==> config.mk <==
export PLATFORM = sky130hd
export DESIGN_NAME = pc_gen
export DESIGN_NICKNAME = d
export VERILOG_FILES = /design/src/rtl/pc_gen_pkg.sv /design/src/rtl/pc_gen.sv
export SDC_FILE = /design/constraint.sdc
export NUM_CORES = 1
export LEC_CHECK = 0
export ABC_AREA = 1
export CAP_MARGIN = 20
export CORE_ASPECT_RATIO = 0.75
export CORE_MARGIN = 4
export CORE_UTILIZATION = 35
export DETAILED_ROUTE_END_ITERATION = 10
export SYNTH_ARGS = -nofsm -noshare
export SYNTH_HDL_FRONTEND = slang
export SYNTH_SLANG_ARGS = --single-unit
==> constraint.sdc <==
create_clock -name clk -period 3.2 [get_ports clk]
set_clock_uncertainty 0.1 [all_clocks]
set_input_delay 0.48 -clock clk [delete_from_list [all_inputs] [get_ports clk]]
set_output_delay 0.48 -clock clk [all_outputs]
set_load 0.01 [all_outputs]
==> src/rtl/pc_gen_pkg.sv <==
// Shared types and constants for the fetch PC generator: FSM states, next-PC
// source selector and instruction step sizes.
package pc_gen_pkg;

  localparam int XLEN         = 32;
  localparam int INSTR_BYTES  = 4;
  localparam int CINSTR_BYTES = 2;

  typedef enum logic [1:0] {
    PC_BOOT,
    PC_RUN,
    PC_PENDING
  } pc_state_e;

  // Source of the PC register's next value.
  typedef enum logic [2:0] {
    PC_SEL_HOLD,
    PC_SEL_RESET,
    PC_SEL_TARGET,
    PC_SEL_PENDING,
    PC_SEL_SEQ
  } pc_sel_e;

  // Byte distance to the next sequential instruction.
  function automatic int unsigned step_bytes(input logic compressed_en,
                                             input logic is_compressed);
    return (compressed_en && is_compressed) ? CINSTR_BYTES : INSTR_BYTES;
  endfunction

endpackage

==> src/rtl/pc_gen.sv <==
// Fetch PC generator: sequential increment, EX/trap redirect with stall-time
// pending capture, and an epoch tag that advances on every accepted redirect.
module pc_gen
  import pc_gen_pkg::*;
#(
  parameter int                    DATA_WIDTH    = XLEN,
  parameter logic [DATA_WIDTH-1:0] RESET_VECTOR  = '0,
  parameter bit                    COMPRESSED_EN = 1'b0,
  parameter int                    EPOCH_WIDTH   = 2
) (
  input  logic                   clk,
  input  logic                   rst,
  input  logic                   stall_i,
  input  logic                   ex_redirect_i,
  input  logic [DATA_WIDTH-1:0]  ex_target_i,
  input  logic                   trap_i,
  input  logic [DATA_WIDTH-1:0]  trap_vector_i,
  input  logic                   instr_is_compressed_i,
  output logic [DATA_WIDTH-1:0]  pc_o,
  output logic                   pc_valid_o,
  output logic [EPOCH_WIDTH-1:0] epoch_o,
  output logic                   misaligned_o
);

  // Bits forced to zero in any redirect target (IALIGN=16 or IALIGN=32).
  localparam logic [DATA_WIDTH-1:0] ALIGN_MASK =
    COMPRESSED_EN ? ~DATA_WIDTH'(1) : ~DATA_WIDTH'(3);

  pc_state_e             state_q, state_d;
  pc_sel_e               pc_sel;
  logic                  capture_pending;
  logic                  valid_d;

  logic [DATA_WIDTH-1:0]  pc_q;
  logic [DATA_WIDTH-1:0]  pending_q;
  logic [EPOCH_WIDTH-1:0] epoch_q;
  logic                   valid_q;
  logic                   misaligned_q;

  logic                  redirect;
  logic [DATA_WIDTH-1:0] raw_target;
  logic [DATA_WIDTH-1:0] target_aligned;
  logic                  target_misaligned;
  logic [DATA_WIDTH-1:0] seq_pc;

  // Trap outranks the EX redirect; both collapse into a single accepted redirect.
  assign redirect          = trap_i | ex_redirect_i;
  assign raw_target        = trap_i ? trap_vector_i : ex_target_i;
  assign target_aligned    = raw_target & ALIGN_MASK;
  assign target_misaligned = |(raw_target & ~ALIGN_MASK);

  assign seq_pc = pc_q + DATA_WIDTH'(step_bytes(COMPRESSED_EN, instr_is_compressed_i));

  // ---------------------------------------------------------------------------
  // FSM: state register
  // ---------------------------------------------------------------------------
  // NOTE: sequential state uses non-blocking (<=) so every register samples
  // pre-edge values regardless of block ordering.
  always_ff @(posedge clk or posedge rst) begin
    if (rst) state_q <= PC_BOOT;
    else     state_q <= state_d;
  end

  // ---------------------------------------------------------------------------
  // FSM: next-state logic
  // ---------------------------------------------------------------------------
  // NOTE: every combinational output gets a default first so no path leaves a
  // variable unassigned, which would infer a latch.
  always_comb begin
    state_d = state_q;
    if (redirect) begin
      state_d = stall_i ? PC_PENDING : PC_RUN;
    end else begin
      unique case (state_q)
        PC_BOOT:    state_d = stall_i ? PC_BOOT : PC_RUN;
        PC_RUN:     state_d = PC_RUN;
        PC_PENDING: state_d = stall_i ? PC_PENDING : PC_RUN;
        default:    state_d = PC_BOOT;
      endcase
    end
  end

  // ---------------------------------------------------------------------------
  // FSM: output/control decode (drives the datapath registers below)
  // ---------------------------------------------------------------------------
  always_comb begin
    pc_sel          = PC_SEL_HOLD;
    capture_pending = 1'b0;
    valid_d         = valid_q;
    if (redirect) begin
      // A redirect behaves the same from any state; a stall only defers it.
      if (stall_i) begin
        capture_pending = 1'b1;
        valid_d         = 1'b0;
      end else begin
        pc_sel  = PC_SEL_TARGET;
        valid_d = 1'b1;
      end
    end else begin
      unique case (state_q)
        PC_BOOT: begin
          if (!stall_i) begin
            pc_sel  = PC_SEL_RESET;
            valid_d = 1'b1;
          end
        end
        PC_RUN: begin
          if (!stall_i) begin
            pc_sel  = PC_SEL_SEQ;
            valid_d = 1'b1;
          end
        end
        PC_PENDING: begin
          if (stall_i) begin
            valid_d = 1'b0;
          end else begin
            pc_sel  = PC_SEL_PENDING;
            valid_d = 1'b1;
          end
        end
        default: begin
          pc_sel  = PC_SEL_HOLD;
          valid_d = 1'b0;
        end
      endcase
    end
  end

  // ---------------------------------------------------------------------------
  // Datapath registers
  // ---------------------------------------------------------------------------
  always_ff @(posedge clk or posedge rst) begin
    if (rst) begin
      pc_q <= RESET_VECTOR;
    end else begin
      unique case (pc_sel)
        PC_SEL_RESET:   pc_q <= RESET_VECTOR;
        PC_SEL_TARGET:  pc_q <= target_aligned;
        PC_SEL_PENDING: pc_q <= pending_q;
        PC_SEL_SEQ:     pc_q <= seq_pc;
        default:        pc_q <= pc_q;
      endcase
    end
  end

  // Cleared on reset so a redirect deferred before reset can never resurface.
  always_ff @(posedge clk or posedge rst) begin
    if (rst)                  pending_q <= '0;
    else if (capture_pending) pending_q <= target_aligned;
  end

  // Wraps naturally at 2^EPOCH_WIDTH.
  always_ff @(posedge clk or posedge rst) begin
    if (rst)           epoch_q <= '0;
    else if (redirect) epoch_q <= epoch_q + EPOCH_WIDTH'(1);
  end

  always_ff @(posedge clk or posedge rst) begin
    if (rst) begin
      valid_q      <= 1'b0;
      misaligned_q <= 1'b0;
    end else begin
      valid_q      <= valid_d;
      misaligned_q <= redirect & target_misaligned;
    end
  end

  assign pc_o         = pc_q;
  assign pc_valid_o   = valid_q;
  assign epoch_o      = epoch_q;
  assign misaligned_o = misaligned_q;

endmodule
==> metrics.csv <==
stage,metric,value,unit
pwr,maximum vdd drop,0.278,mV
final_layout,Util after Layout,0.491,
clocking,"Clk Latency, worst-skew pair",0.33,ns
pwr,Comb power frac,0.221,
final_layout,number of fill cells,1109,
logic_synthesis,Synth area leaders,"dfrtp_1 (41%), nand2_1 (14%), nand3_1 (7.0%), nor2_1 (5.7%), o21ai_0 (5.6%)",
worst_setup_path,"Critical Path, Cell by Cell",clkdlybuf4s50_1 -> nor2_8 -> nor2_4 -> inv_2 -> nor2_1 -> a21oi_1 -> o211ai_1,
floorplanning,Rows,33,
timing,Final Cycle Share,0.674,
final_layout,fin nets,707,
timing,Max Slew Vio Count,0,
clocking,clock slew at reported path FFs,0.06,ns
logic_synthesis,post-synth cell types,32,
final_layout,share of post-route cells with drive strength above 1,0.0671,
final_layout,layout overhead on the synthesized area,35.7,%
global_route,vias in the first global route,3525,
drt,DR vias,3866,
pwr,leakage power,2.31,nW
logic_synthesis,Synth Flop Type,dfrtp_1,
pwr,Sw Ratio,0.293,
logic_synthesis,Mapped Area,3990,um2
clocking,# resized after CTS,0,
logic_synthesis,sequential area share after synthesis,0.414,
clocking,number of buffers created by CTS,9,
timing,Final setup viols,0,
timing,Post-Route Setup TNS,0,ns
timing,RSZ-0062 raised after global routing,no,
global_route,largest net degree at the start of global routing,67,
floorplanning,Core ar.,11000,um2
timing,Hold Slack,0.373,ns
worst_setup_path,CP max stage delay,0.50,ns
worst_setup_path,CP endpoint kind,flip-flop,
timing,Slew Limit Headroom,0.468,
floorplanning,I/O pin cnt,106,
logic_synthesis,top-area cell type share of the netlist area,0.414,
clocking,setup bufs post-CTS,0,
drt,wire per inst,14.5,um
worst_setup_path,CP max-delay cell,clkdlybuf4s50_1,
global_route,first-pass GRT wire length,18100,um
place,number of I/O port buffers,102,
logic_synthesis,Yosys top cell by area,dfrtp_1,
worst_setup_path,kind of critical path,in -> reg,
logic_synthesis,Async SR Flop Fraction,1.00,
logic_synthesis,#FFs+latches synth,66,
place,Placer Congestion,0.801,
pwr,Power Density,514,nW/um2
floorplanning,Die ar.,13200,um2
pwr,internal power,0.00197,W
run_status,status,"finished, final reports clean",
logic_synthesis,Post-synth top cells,"nand2_1 (149), dfrtp_1 (66), nor2_1 (61), nand3_1 (56), o21ai_0 (45)",
clocking,clock sinks,66,
global_route,Overflow after GRT,0,
logic_synthesis,Cells after Synth,541,
place,Cells after DPL,765,
logic_synthesis,yosys warns,0,
hold_path,Hold/Removal Path Class,reg -> reg,
pwr,NetSw,0.000817,W
timing,Max Freq,464,MHz
pwr,Tot Pwr,0.00278,W
job,maxcap violations,0,
drt,router iterations before antenna repair,5,
clocking,Max clock buf depth,2,
drt,Detailed Route Iter0 Violations,345,
final_layout,final non-filler cell total,781,
clocking,CTS H-tree depth,3,
worst_setup_path,Crit Path Max Fanout,29,
clocking,CTS tree,built,
logic_synthesis,most frequent cell after synthesis,nand2_1,
floorplanning,Die W,131,um
clocking,Post-CTS Hold Fix Bufs,0,
floorplanning,Initial Utilization,0.362,
worst_setup_path,crit start category,primary input,
drt,DRC,0,
global_route,initial antenna violation count,0,
worst_setup_path,CP Data Required Time,3.29,ns
logic_synthesis,synthesized area per cell,7.38,um2
drt,Routed Antenna Nets,0,
timing,slew of the pin with the lowest slew margin,0.797,ns
floorplanning,Die H,100,um
timing,Fin. Hold Viols,0,
final_layout,Diodes inserted,0,
place,placed wire-length estimate,8470,um
pwr,Seq pwr share,0.391,
logic_synthesis,"EDFF count, synth",0,
drt,WL final,11300,um
timing,shortest period the worst path allows,2.16,ns
worst_setup_path,Critical Path AT,2.24,ns
clocking,root buffer cell,clkbuf_16,
drt,DR vias/cell,4.95,
global_route,GRT Util Overall,0.172,
pwr,power share of the clock group,0.387,
==> critical path: cells and delay by family <==
| family | cells | cell delay, ns |
|---|---|---|
| buffers and inverters | 2 | 0.88 |
| AOI/OAI and AO/OA | 2 | 0.47 |
| and+or+nand+nor | 3 | 0.39 |
==> metrics by stage <==
stage	setup WS, ns	area (um2)
after floorplan	0.965	4000
after global placement	0.740	5090
after detailed placement	0.732	5090
after CTS	1.07	5420
after global routing	0.943	5420
final	1.04	5420
==> metal layers <==
layer	share of wire	wire (um)	vias to the layer above	GRT usage
met5	0	0	-	0
met4	0.011	122	0	0.0395
met3	0.065	738	11	0.0329
met2	0.40	4570	138	0.249
met1	0.52	5870	1758	0.264
li1	-	-	1959	-
==> state kept, by name (all words and copies together), names as in the netlist <==
register and count:
pc_o 30, pending_q 30, epoch_o 2, state_q 2, misaligned_o 1, pc_valid_o 1
==> power groups by stage <==
stage | Combinational (W) | Clock [W] | Sequential (W)
final | 0.000616 | 0.00108 | 0.00109
after global routing | 0.000679 | 0.00112 | 0.00111
after CTS | 0.000622 | 0.00109 | 0.00109
after detailed placement | 0.000619 | 0 | 0.00110
after global placement | 0.000607 | 0 | 0.00110
after floorplan | 0.000294 | 0 | 0.00110
==> kinds of logic after synthesis <==
family          count (synthesis)  synth area share
compound gates                 95             0.130
xor+xnor                        3           0.00658
fa+ha+maj                       1           0.00313
buf+inv                        61            0.0727
flops                          66             0.414
mux                            22            0.0552
other cells                     1          0.000940
simple gates                  292             0.318
==> cells in the final DEF, fill, tap and decap left out, drive strengths merged <==
master | netlist | final
nand2 | 150 | 150
clkdlybuf4s50 | 0 | 101
nor2 | 68 | 68
dfrtp | 66 | 66
nand3 | 57 | 57
o21ai | 47 | 47
inv | 39 | 40
a21oi | 31 | 31
mux2i | 22 | 22
or2 | 10 | 10
o211ai | 9 | 9
clkbuf | 3 | 9
o21a | 5 | 5
buf | 19 | 4
and2 | 3 | 3
nor3 | 3 | 3
clkinv | 0 | 3
o21bai | 2 | 2
xnor2 | 2 | 2
conb | 1 | 2
bufinv | 0 | 2
o2111ai | 1 | 1
nand4 | 1 | 1
xor2 | 1 | 1
ha | 1 | 1
clkinvlp | 0 | 1
==> final timing paths <==
kind,from,endpoint,slack [ns],cells past startpoint
worst max-delay path,ex_redirect_i,pc_o[12],1.04,7
worst min-delay path,epoch_o[1],epoch_o[1],0.37,1
worst max register to register,pc_o[2],pc_o[26],1.36,8
worst min register to register,epoch_o[1],epoch_o[1],0.37,1
max in group asynchronous,rst,pc_o[20],2.26,3
min in group asynchronous,rst,state_q[0],0.43,3
==> cell type report <==
class	count	area, um2	share of cell area
Inverter	39	146	0.0270
Clock inverter	7	103	0.0189
Tap cell	140	175	0.0323
Timing Repair Buffer	105	1060	0.196
Multi-Input combinational cell	415	2050	0.379
Sequential cell	66	1650	0.305
Clock buffer	9	225	0.0416
(Power assumes the default switching activity.)
